File: config.mk
export PLATFORM = sky130hd
export DESIGN_NAME = if_fetch_unit_flat
export DESIGN_NICKNAME = d
export VERILOG_FILES = /design/src/rtl/if_fetch_unit_if.sv /design/src/rtl/if_fetch_unit.sv /design/src/flat_wrapper.sv
export SDC_FILE = /design/constraint.sdc
export NUM_CORES = 1
export LEC_CHECK = 0
export BUFFER_PORTS_ARGS = -buffer_cell sky130_fd_sc_hd__buf_2
export CAP_MARGIN = 10
export CORE_MARGIN = 2
export CORE_UTILIZATION = 42
export CTS_CLUSTER_SIZE = 14
export DETAILED_ROUTE_END_ITERATION = 16
export PLACE_DENSITY_LB_ADDON = 0.2
export SETUP_SLACK_MARGIN = 0.4
export SYNTH_ARGS = -nofsm -noshare
export SYNTH_HDL_FRONTEND = slang
export SYNTH_SLANG_ARGS = --single-unit
File: constraint.sdc
create_clock -name clk -period 5.3 [get_ports clk]
set_clock_uncertainty 0.1 [all_clocks]
set_input_delay 0.795 -clock clk [delete_from_list [all_inputs] [get_ports clk]]
set_output_delay 0.795 -clock clk [all_outputs]
set_load 0.02 [all_outputs]
File: src/rtl/if_fetch_unit_if.sv
// Instruction-memory request/acknowledge channel between the fetch unit and the I-memory/cache.
interface if_fetch_unit_if;
    localparam int unsigned XLEN = 32;

    logic            req;
    logic [XLEN-1:0] addr;
    logic            ack;
    logic [XLEN-1:0] data;

    modport master (output req, addr, input  ack, data);
    modport slave  (input  req, addr, output ack, data);
endinterface

File: src/rtl/if_fetch_unit.sv
// Instruction-fetch stage: owns the PC, issues one I-memory request at a time and
// presents the fetched word plus PC+4 to IF/ID, with stall, redirect and drain support.
module if_fetch_unit #(
    parameter logic [31:0] RESET_PC  = 32'h0000_0000,
    parameter logic [31:0] NOP_INSTR = 32'h0000_0000
) (
    input  logic                   clk,
    input  logic                   rst_i,
    input  logic                   HD_i,
    input  logic                   mem_stall_i,
    input  logic                   branch_i,
    input  logic [31:0]            branch_addr_i,
    input  logic                   jump_i,
    input  logic [31:0]            jump_addr_i,
    if_fetch_unit_if.master        imem,
    output logic [31:0]            instr_o,
    output logic [31:0]            pc4_o,
    output logic                   if_stall_o
);
    localparam int unsigned XLEN = 32;

    typedef enum logic [1:0] {S_FETCH, S_HOLD, S_DRAIN} state_t;

    state_t          state_q, state_d;
    logic [XLEN-1:0] pc_q, pc_d;
    logic [XLEN-1:0] req_addr_q, req_addr_d;
    logic [XLEN-1:0] ibuf_q, ibuf_d;
    logic [XLEN-1:0] ipc4_q, ipc4_d;
    logic            req_q, req_d;
    logic [XLEN-1:0] instr_d, pc4_d;
    logic            stall_d;

    logic            ack_v;
    logic            redirect;
    logic            consume;
    logic [XLEN-1:0] sel_target;
    logic [XLEN-1:0] target;

    // An ack only counts while our request is actually on the bus.
    assign ack_v      = imem.ack & req_q;
    assign redirect   = (branch_i | jump_i) & ~HD_i & ~mem_stall_i;
    assign consume    = (state_q == S_HOLD) & ~HD_i & ~mem_stall_i;
    assign sel_target = branch_i ? branch_addr_i : jump_addr_i;
    assign target     = {sel_target[XLEN-1:2], 2'b00};

    assign imem.req   = req_q;
    assign imem.addr  = req_addr_q;

    // Next-state and next-output logic.
    always_comb begin
        state_d    = state_q;
        pc_d       = pc_q;
        req_addr_d = req_addr_q;
        ibuf_d     = ibuf_q;
        ipc4_d     = ipc4_q;

        case (state_q)
            S_FETCH: begin
                if (ack_v && !redirect) begin
                    ibuf_d  = imem.data;
                    ipc4_d  = req_addr_q + XLEN'(4);
                    state_d = S_HOLD;
                end else if (ack_v) begin
                    pc_d       = target;
                    req_addr_d = target;
                end else if (redirect) begin
                    pc_d    = target;
                    state_d = S_DRAIN;
                end
            end
            S_HOLD: begin
                if (redirect) begin
                    pc_d       = target;
                    req_addr_d = target;
                    state_d    = S_FETCH;
                end else if (consume) begin
                    pc_d       = ipc4_q;
                    req_addr_d = ipc4_q;
                    state_d    = S_FETCH;
                end
            end
            S_DRAIN: begin
                // A redirect landing on the ack cycle is the latest target and wins.
                if (redirect) begin
                    pc_d = target;
                end
                if (ack_v) begin
                    req_addr_d = redirect ? target : pc_q;
                    state_d    = S_FETCH;
                end
            end
            default: begin
                state_d = S_FETCH;
            end
        endcase

        req_d   = (state_d != S_HOLD);
        stall_d = (state_d != S_HOLD);
        instr_d = (state_d == S_HOLD) ? ibuf_d : NOP_INSTR;
        pc4_d   = (state_d == S_HOLD) ? ipc4_d : '0;
    end

    always_ff @(posedge clk or negedge rst_i) begin
        if (!rst_i) begin
            state_q    <= S_FETCH;
            pc_q       <= RESET_PC;
            req_addr_q <= RESET_PC;
            ibuf_q     <= '0;
            ipc4_q     <= '0;
            req_q      <= 1'b0;
            instr_o    <= NOP_INSTR;
            pc4_o      <= '0;
            if_stall_o <= 1'b1;
        end else begin
            state_q    <= state_d;
            pc_q       <= pc_d;
            req_addr_q <= req_addr_d;
            ibuf_q     <= ibuf_d;
            ipc4_q     <= ipc4_d;
            req_q      <= req_d;
            instr_o    <= instr_d;
            pc4_o      <= pc4_d;
            if_stall_o <= stall_d;
        end
    end
endmodule

File: src/flat_wrapper.sv
// flat-port wrapper written by rule: the top's interface ports become plain ports
module if_fetch_unit_flat 
#(
    parameter logic [31:0] RESET_PC  = 32'h0000_0000,
    parameter logic [31:0] NOP_INSTR = 32'h0000_0000
)
  (clk, rst_i, HD_i, mem_stall_i, branch_i, branch_addr_i, jump_i, jump_addr_i, instr_o, pc4_o, if_stall_o, imem_req, imem_addr, imem_ack, imem_data);
  if_fetch_unit_if imem_i ();
  input  logic clk;
  input  logic rst_i;
  input  logic HD_i;
  input  logic mem_stall_i;
  input  logic branch_i;
  input  logic [31:0] branch_addr_i;
  input  logic jump_i;
  input  logic [31:0] jump_addr_i;
  output logic [31:0] instr_o;
  output logic [31:0] pc4_o;
  output logic if_stall_o;
  output wire logic [$bits(imem_i.req)-1:0] imem_req;
  output wire logic [$bits(imem_i.addr)-1:0] imem_addr;
  input wire logic [$bits(imem_i.ack)-1:0] imem_ack;
  input wire logic [$bits(imem_i.data)-1:0] imem_data;
  assign imem_req = imem_i.req;
  assign imem_addr = imem_i.addr;
  assign imem_i.ack = imem_ack;
  assign imem_i.data = imem_data;
  if_fetch_unit #(.RESET_PC(RESET_PC), .NOP_INSTR(NOP_INSTR)) u_core (.clk(clk), .rst_i(rst_i), .HD_i(HD_i), .mem_stall_i(mem_stall_i), .branch_i(branch_i), .branch_addr_i(branch_addr_i), .jump_i(jump_i), .jump_addr_i(jump_addr_i), .imem(imem_i), .instr_o(instr_o), .pc4_o(pc4_o), .if_stall_o(if_stall_o));
endmodule
==> results of run 1 <==
## synthesized netlist by cell type, types with 7 or more instances
| library cell | n |
|---|---|
| and3_1 | 7 |
| o21ai_0 | 103 |
| nand3_1 | 9 |
| nor2b_1 | 11 |
| nand4_1 | 9 |
| nor3_2 | 7 |
| buf_2 | 19 |
| a221o_1 | 29 |
| a21oi_1 | 51 |
| nand2_1 | 129 |
| buf_1 | 7 |
| a221oi_1 | 29 |
| o22a_1 | 26 |
| dfrtp_1 | 195 |
| xnor2_1 | 15 |
| a211oi_2 | 11 |
| mux2i_1 | 30 |
| clkbuf_1 | 42 |
| nor2_1 | 63 |
| nor3_1 | 10 |
| inv_1 | 8 |
## worst max-delay path, stage by stage
cell	delay, ps
buf_2	90
or2_1	390
nor2_4	770
buf_4	410
o21ai_0	120
a221oi_1	420
a221o_1	220
## cells by family after synthesis
kind of cell | Yosys count | synth area share [%]
AO/OA/AOI/OAI | 276 | 21.3
XOR/XNOR | 21 | 2.05
adder cells (fa/ha/maj) | 5 | 0.698
buffers and inverters | 79 | 3.78
flip-flops | 196 | 54.7
multiplexers | 32 | 3.60
AND/OR/NAND/NOR | 269 | 13.8
## cell type report
class	count	share of cell area, %
Tap cell	275	3.20
Clock inverter	15	1.58
Timing Repair Buffer	213	10.5
Inverter	8	0.279
Multi-Input combinational cell	603	34.8
Sequential cell	196	45.6
Clock buffer	17	3.96
## flip-flops by register name, indices dropped and copies added, names as in the netlist
name	cells
u_core.ibuf_q	32
u_core.imem.addr	32
u_core.instr_o	32
u_core.ipc4_q	32
u_core.pc4_o	32
u_core.pc_q	32
u_core.state_q	2
u_core.if_stall_o	1
u_core.imem.req	1
## per-stage QoR
step	area, sq um	hold WS (ps)
2_1_floorplan	8970	339
3_3_place_gp	10200	351
3_5_place_dp	10200	357
4_1_cts	10800	356
5_1_grt	10800	376
6_report	10800	315
## power by group through the flow
stage	registers [W]	clock network [W]	logic (W)
2_1_floorplan	0.00287	0	0.00183
3_3_place_gp	0.00256	0	0.00313
3_5_place_dp	0.00256	0	0.00317
4_1_cts	0.00254	0.00133	0.00318
5_1_grt	0.00263	0.00139	0.00347
6_report	0.00255	0.00131	0.00315
## layer usage
layer  track usage [%]  vias up
li1                  -     3499
met1              30.6     3613
met2              34.7      287
met3              3.97       28
met4              6.46        0
met5                 0        -
## worst min-delay path by stage
| stage | slack (ps) | from | depth (start not counted) | to |
|---|---|---|---|---|
| floorplan | 340 | u_core.ibuf_q[0] | 2 | u_core.ibuf_q[0] |
| finish | 310 | rst_i | 1 | u_core.ibuf_q[29] |
| global placement | 350 | u_core.ibuf_q[20] | 2 | u_core.ibuf_q[20] |
| detailed placement | 360 | u_core.ibuf_q[8] | 2 | u_core.ibuf_q[8] |
| global route | 380 | rst_i | 1 | u_core.ibuf_q[29] |
| CTS | 360 | rst_i | 1 | u_core.ibuf_q[29] |
==> results.sh, run 1 <==
export IMPL_yosys_top_cells_area="dfrtp_1, o21ai_0, nand2_1"
export IMPL_arrival_ps=3230
export IMPL_grt_pass1_vias=7082
export IMPL_start_kind="input port"
export IMPL_critPathKind="input port to register"
export IMPL_r2r_cells=6
export IMPL_r2r_start="u_core.state_q[1]"
export IMPL_antenna_found_initial=0
export IMPL_dr_pass1_iters=5
export IMPL_drtIter0Drc=626
export IMPL_r2r_end="u_core.imem.addr[15]"
export IMPL_layout_area_seq_sq_um=4910
export IMPL_via_count=7427
export IMPL_syn_to_final_growth_pct=19.9
export IMPL_synth_edf_count=0
export IMPL_fillers=1944
export IMPL_core_area_sq_um=21000
export IMPL_power_frac_comb_pct=45.0
export IMPL_netlist_instances=878
export IMPL_dp_cells=1295
export IMPL_die_y_um=150
export IMPL_start_util_pct=42.8
export IMPL_swShare_pct=44.0
export IMPL_layout_common_cells="buf_2, dfrtp_1, nand2_1, o21ai_0, nor2_1"
export IMPL_rsz0062_at_grt="false"
export IMPL_htreeDepth=4
export IMPL_power_switching_w=0.00308
export IMPL_fmax_mhz=338
export IMPL_slew_viol_final=0
export IMPL_synth_warnings=0
export IMPL_routed_wl_mm=24.1
export IMPL_drive_above_1_share_pct=26.8
export IMPL_wl_met1_mm=11.0
export IMPL_ys_seq_area_share_pct=54.7
export IMPL_drv_cap=0
export IMPL_netlist_area_sq_um=8970
export IMPL_setup_tns_ps=0
export IMPL_slew_headroom_pct=30.3
export IMPL_syn_num_nets=986
export IMPL_wl_per_cell_um=18.2
export IMPL_multi_input_area_sq_um=3750
export IMPL_viasPerCell=5.60
export IMPL_synthArstFlopShare_pct=100
export IMPL_instances_no_fill=1327
export IMPL_power_leakage_nw=5.07
export IMPL_postCtsHoldBufs=0
export IMPL_internal_power_w=0.00393
export IMPL_crit_end="u_core.pc_q[8]"
export IMPL_p_total_w=0.00701
export IMPL_fin_nets=1147
export IMPL_p_seq_share_pct=36.4
export IMPL_synth_top_area_cell="dfrtp_1"
export IMPL_hpwl_mm=15.2
export IMPL_hp_class="input port to asynchronous set/reset pin"
export IMPL_synth_main_ff_cell="dfrtp_1"
export IMPL_synthDominantCellAreaShare_pct=54.4
export IMPL_hold_viol=0
export IMPL_ys_ff_latch=196
export IMPL_insertion_delay_ps=440
export IMPL_critPathRequiredTime_ps=5570
export IMPL_gp_congestion=0.803
export IMPL_fin_crit_sh_pct=55.8
export IMPL_fin_ws_ps=2340
export IMPL_grt_overflow=0
export IMPL_powerDensity_nw_per_um2=652
export IMPL_clk_pin_slew_worst_paths_ps=80
export IMPL_power_share_clock_pct=18.7
export IMPL_diodes=0
export IMPL_drtAntennaViolNets=0
export IMPL_final_util_pct=51.3
export IMPL_status="completed"
export IMPL_cts_made_buffers=17
export IMPL_root_buffer="clkbuf_16"
export IMPL_fp_row_count=53
export IMPL_io_pins=201
export IMPL_grt_max_degree=104
export IMPL_cts_tree="built"
export IMPL_highest_layer="met4"
export IMPL_cts_sinks=196
export IMPL_grt_use_total_pct=21.8
export IMPL_ys_types=51
export IMPL_clockBufferDepth=2
export IMPL_crit_fanout=43
export IMPL_postCtsSetupBuffers=0
export IMPL_tightest_slew_ps=1050
export IMPL_r2r_slack_ps=2430
export IMPL_vdd_drop_max_uv=340
export IMPL_ctsResizeCount=0
export IMPL_period_minus_slack_ps=2960
export IMPL_syn_area_per_cell_sq_um=10.2
export IMPL_die_w_um=150
export IMPL_port_buffers=196
export IMPL_crit_path_end_kind="register"
export IMPL_drc=0
export IMPL_grt_first_pass_wirelength_mm=38.2
export IMPL_setup_worst_path_start="HD_i"
export IMPL_wl_met2_mm=11.2
export IMPL_pre_cts_ws_ps=1920
export IMPL_setup_viol=0
export IMPL_design_die_area_sq_um=22500
export IMPL_wl_met3_mm=1.61
Note: power is estimated with default switching activity, not from simulation.
==> inputs of run 2 (changes only) <==
==> constraint.sdc (replaced) <==
create_clock -name clk -period 3 [get_ports clk]
set_clock_uncertainty 0.1 [all_clocks]
set_input_delay 0.45 -clock clk [delete_from_list [all_inputs] [get_ports clk]]
set_output_delay 0.45 -clock clk [all_outputs]
set_load 0.02 [all_outputs]
==> run 2 against run 1 <==
Effect of this change: first-iteration DRC count down 6.4%; sequential power rose by 76%; wire length is 0.46% lower; die area unchanged; critical path depth shrank 2; largest cell class unchanged.
==> results.sh, run 2 (synthesis gave the netlist of run 1 again) <==
export IMPL_cts_tree="built"
export IMPL_power_leakage_nw=5.12
export IMPL_core_area_sq_um=21000
export IMPL_die_y_um=150
export IMPL_cp_slowest_cell="or4_1"
export IMPL_clk_pin_slew_worst_paths_ps=80
export IMPL_tightest_slew_ps=852
export IMPL_arrival_ps=2660
export IMPL_htreeDepth=4
export IMPL_power_share_clock_pct=17.7
export IMPL_slew_viol_final=0
export IMPL_dr_pass1_iters=6
export IMPL_die_w_um=150
export IMPL_routed_wl_mm=24.0
export IMPL_design_die_area_sq_um=22500
export IMPL_grt_first_pass_wirelength_mm=38.9
export IMPL_drv_cap=0
export IMPL_internal_power_w=0.00698
export IMPL_period_minus_slack_ps=2420
export IMPL_start_kind="register"
export IMPL_cp_common_cell="nor3_2"
export IMPL_hold_viol=0
export IMPL_grt_use_total_pct=22.1
export IMPL_critPathKind="register to register"
export IMPL_fin_nets=1157
export IMPL_fin_area_sq_um=10900
export IMPL_powerDensity_nw_per_um2=1140
export IMPL_port_buffers=196
export IMPL_crit_path_end_kind="register"
export IMPL_fin_crit_sh_pct=80.5
export IMPL_fp_row_count=53
export IMPL_cts_made_buffers=17
export IMPL_p_total_w=0.0124
export IMPL_antenna_found_initial=0
export IMPL_hpwl_mm=15.6
export IMPL_wl_per_cell_um=18.0
export IMPL_syn_to_final_growth_pct=21.1
export IMPL_drtAntennaViolNets=0
export IMPL_p_seq_share_pct=36.1
export IMPL_io_pins=201
export IMPL_swShare_pct=43.8
export IMPL_clockBufferDepth=2
export IMPL_fmax_mhz=414
export IMPL_critPathRequiredTime_ps=3250
export IMPL_root_buffer="clkbuf_16"
export IMPL_insertion_delay_ps=430
export IMPL_diodes=0
export IMPL_status="completed"
export IMPL_rsz0062_at_grt="false"
export IMPL_gp_congestion=0.810
export IMPL_hp_class="input port to register"
export IMPL_drtIter0Drc=586
export IMPL_layout_common_cells="buf_2, dfrtp_1, nand2_1, o21ai_0, nor2_1"
export IMPL_setup_viol=0
export IMPL_cp_cell_sequence="nand4_2 -> or4_1 -> nor4_1 -> nor3_2 -> nor3_2"
export IMPL_grt_max_degree=90
export IMPL_viasPerCell=5.54
export IMPL_vdd_drop_max_uv=583
export IMPL_setup_tns_ps=0
export IMPL_start_util_pct=42.8
export IMPL_crit_fanout=10
export IMPL_drc=0
export IMPL_postCtsSetupBuffers=0
export IMPL_slew_headroom_pct=42.7
export IMPL_via_count=7408
export IMPL_power_switching_w=0.00543
export IMPL_drive_above_1_share_pct=27.3
export IMPL_cts_sinks=196
export IMPL_grt_overflow=0
export IMPL_place_area_sq_um=10300
export IMPL_critPathMaxStageDelay_ps=800
export IMPL_grt_pass1_vias=7260
export IMPL_power_frac_comb_pct=46.1
==> run 2: layout make-up <==
type,instances,area [sq um]
Timing Repair Buffer,223,1270
Tap cell,275,344
Fill cell,1914,10100
Clock buffer,18,429
Inverter,8,30.0
Multi-Input combinational cell,603,3750
Sequential cell,196,4910
Clock inverter,14,135
==> run 2: per-layer routing <==
layer / vias to the layer above / part of all wire [%] / GRT usage (%)
li1: 3532 / - / -
met1: 3581 / 45 / 30.7
met2: 276 / 47 / 36.5
met3: 19 / 6.5 / 3.27
met4: 0 / 0.88 / 5.52
met5: - / 0 / 0
==> run 2: final timing paths <==
check,start,end,slack [ps],cells past startpoint
max,u_core.imem.addr[18],u_core.pc4_o[29],580,5
min,imem_data[2],u_core.ibuf_q[2],120,3
max reg2reg,u_core.imem.addr[18],u_core.pc4_o[29],580,5
min reg2reg,u_core.ibuf_q[19],u_core.ibuf_q[19],370,2
max in group asynchronous,rst_i,u_core.pc_q[22],1510,3
min in group asynchronous,rst_i,u_core.instr_o[25],510,2
==> run 2: timing repair <==
action | 4_1_cts | 5_1_grt
resized for setup | 0 | 0
hold endpoints to repair | 77 | 0
hold buffers | 1 | 0
setup endpoints to repair | 0 | 0
==> run 2: power groups by stage <==
| stage | sequential [W] | combinational, W | clock, W |
|---|---|---|---|
| after global routing | 0.00463 | 0.00631 | 0.00237 |
| after global placement | 0.00451 | 0.00564 | 0 |
| after detailed placement | 0.00452 | 0.00574 | 0 |
| after floorplan | 0.00507 | 0.00323 | 0 |
| after CTS | 0.00449 | 0.00577 | 0.00225 |
| final | 0.00448 | 0.00572 | 0.00220 |
==> run 2: per-stage QoR <==
step                util (%)  setup slack [ps]  cells  hold slack (ps)
detailed placement      49.1               415   1304              358
CTS                     51.8               585   1337              106
floorplan                  -               810    878             54.4
global placement        49.1               465   1304              351
global route            51.8               448   1337              121
finish                  51.8               584   1337              124
==> run 2: critical path, delay by kind of cell, from the launching register on <==
kind,cells,cell delay [ps]
and+or+nand+nor,5,1730
DFF,1,500
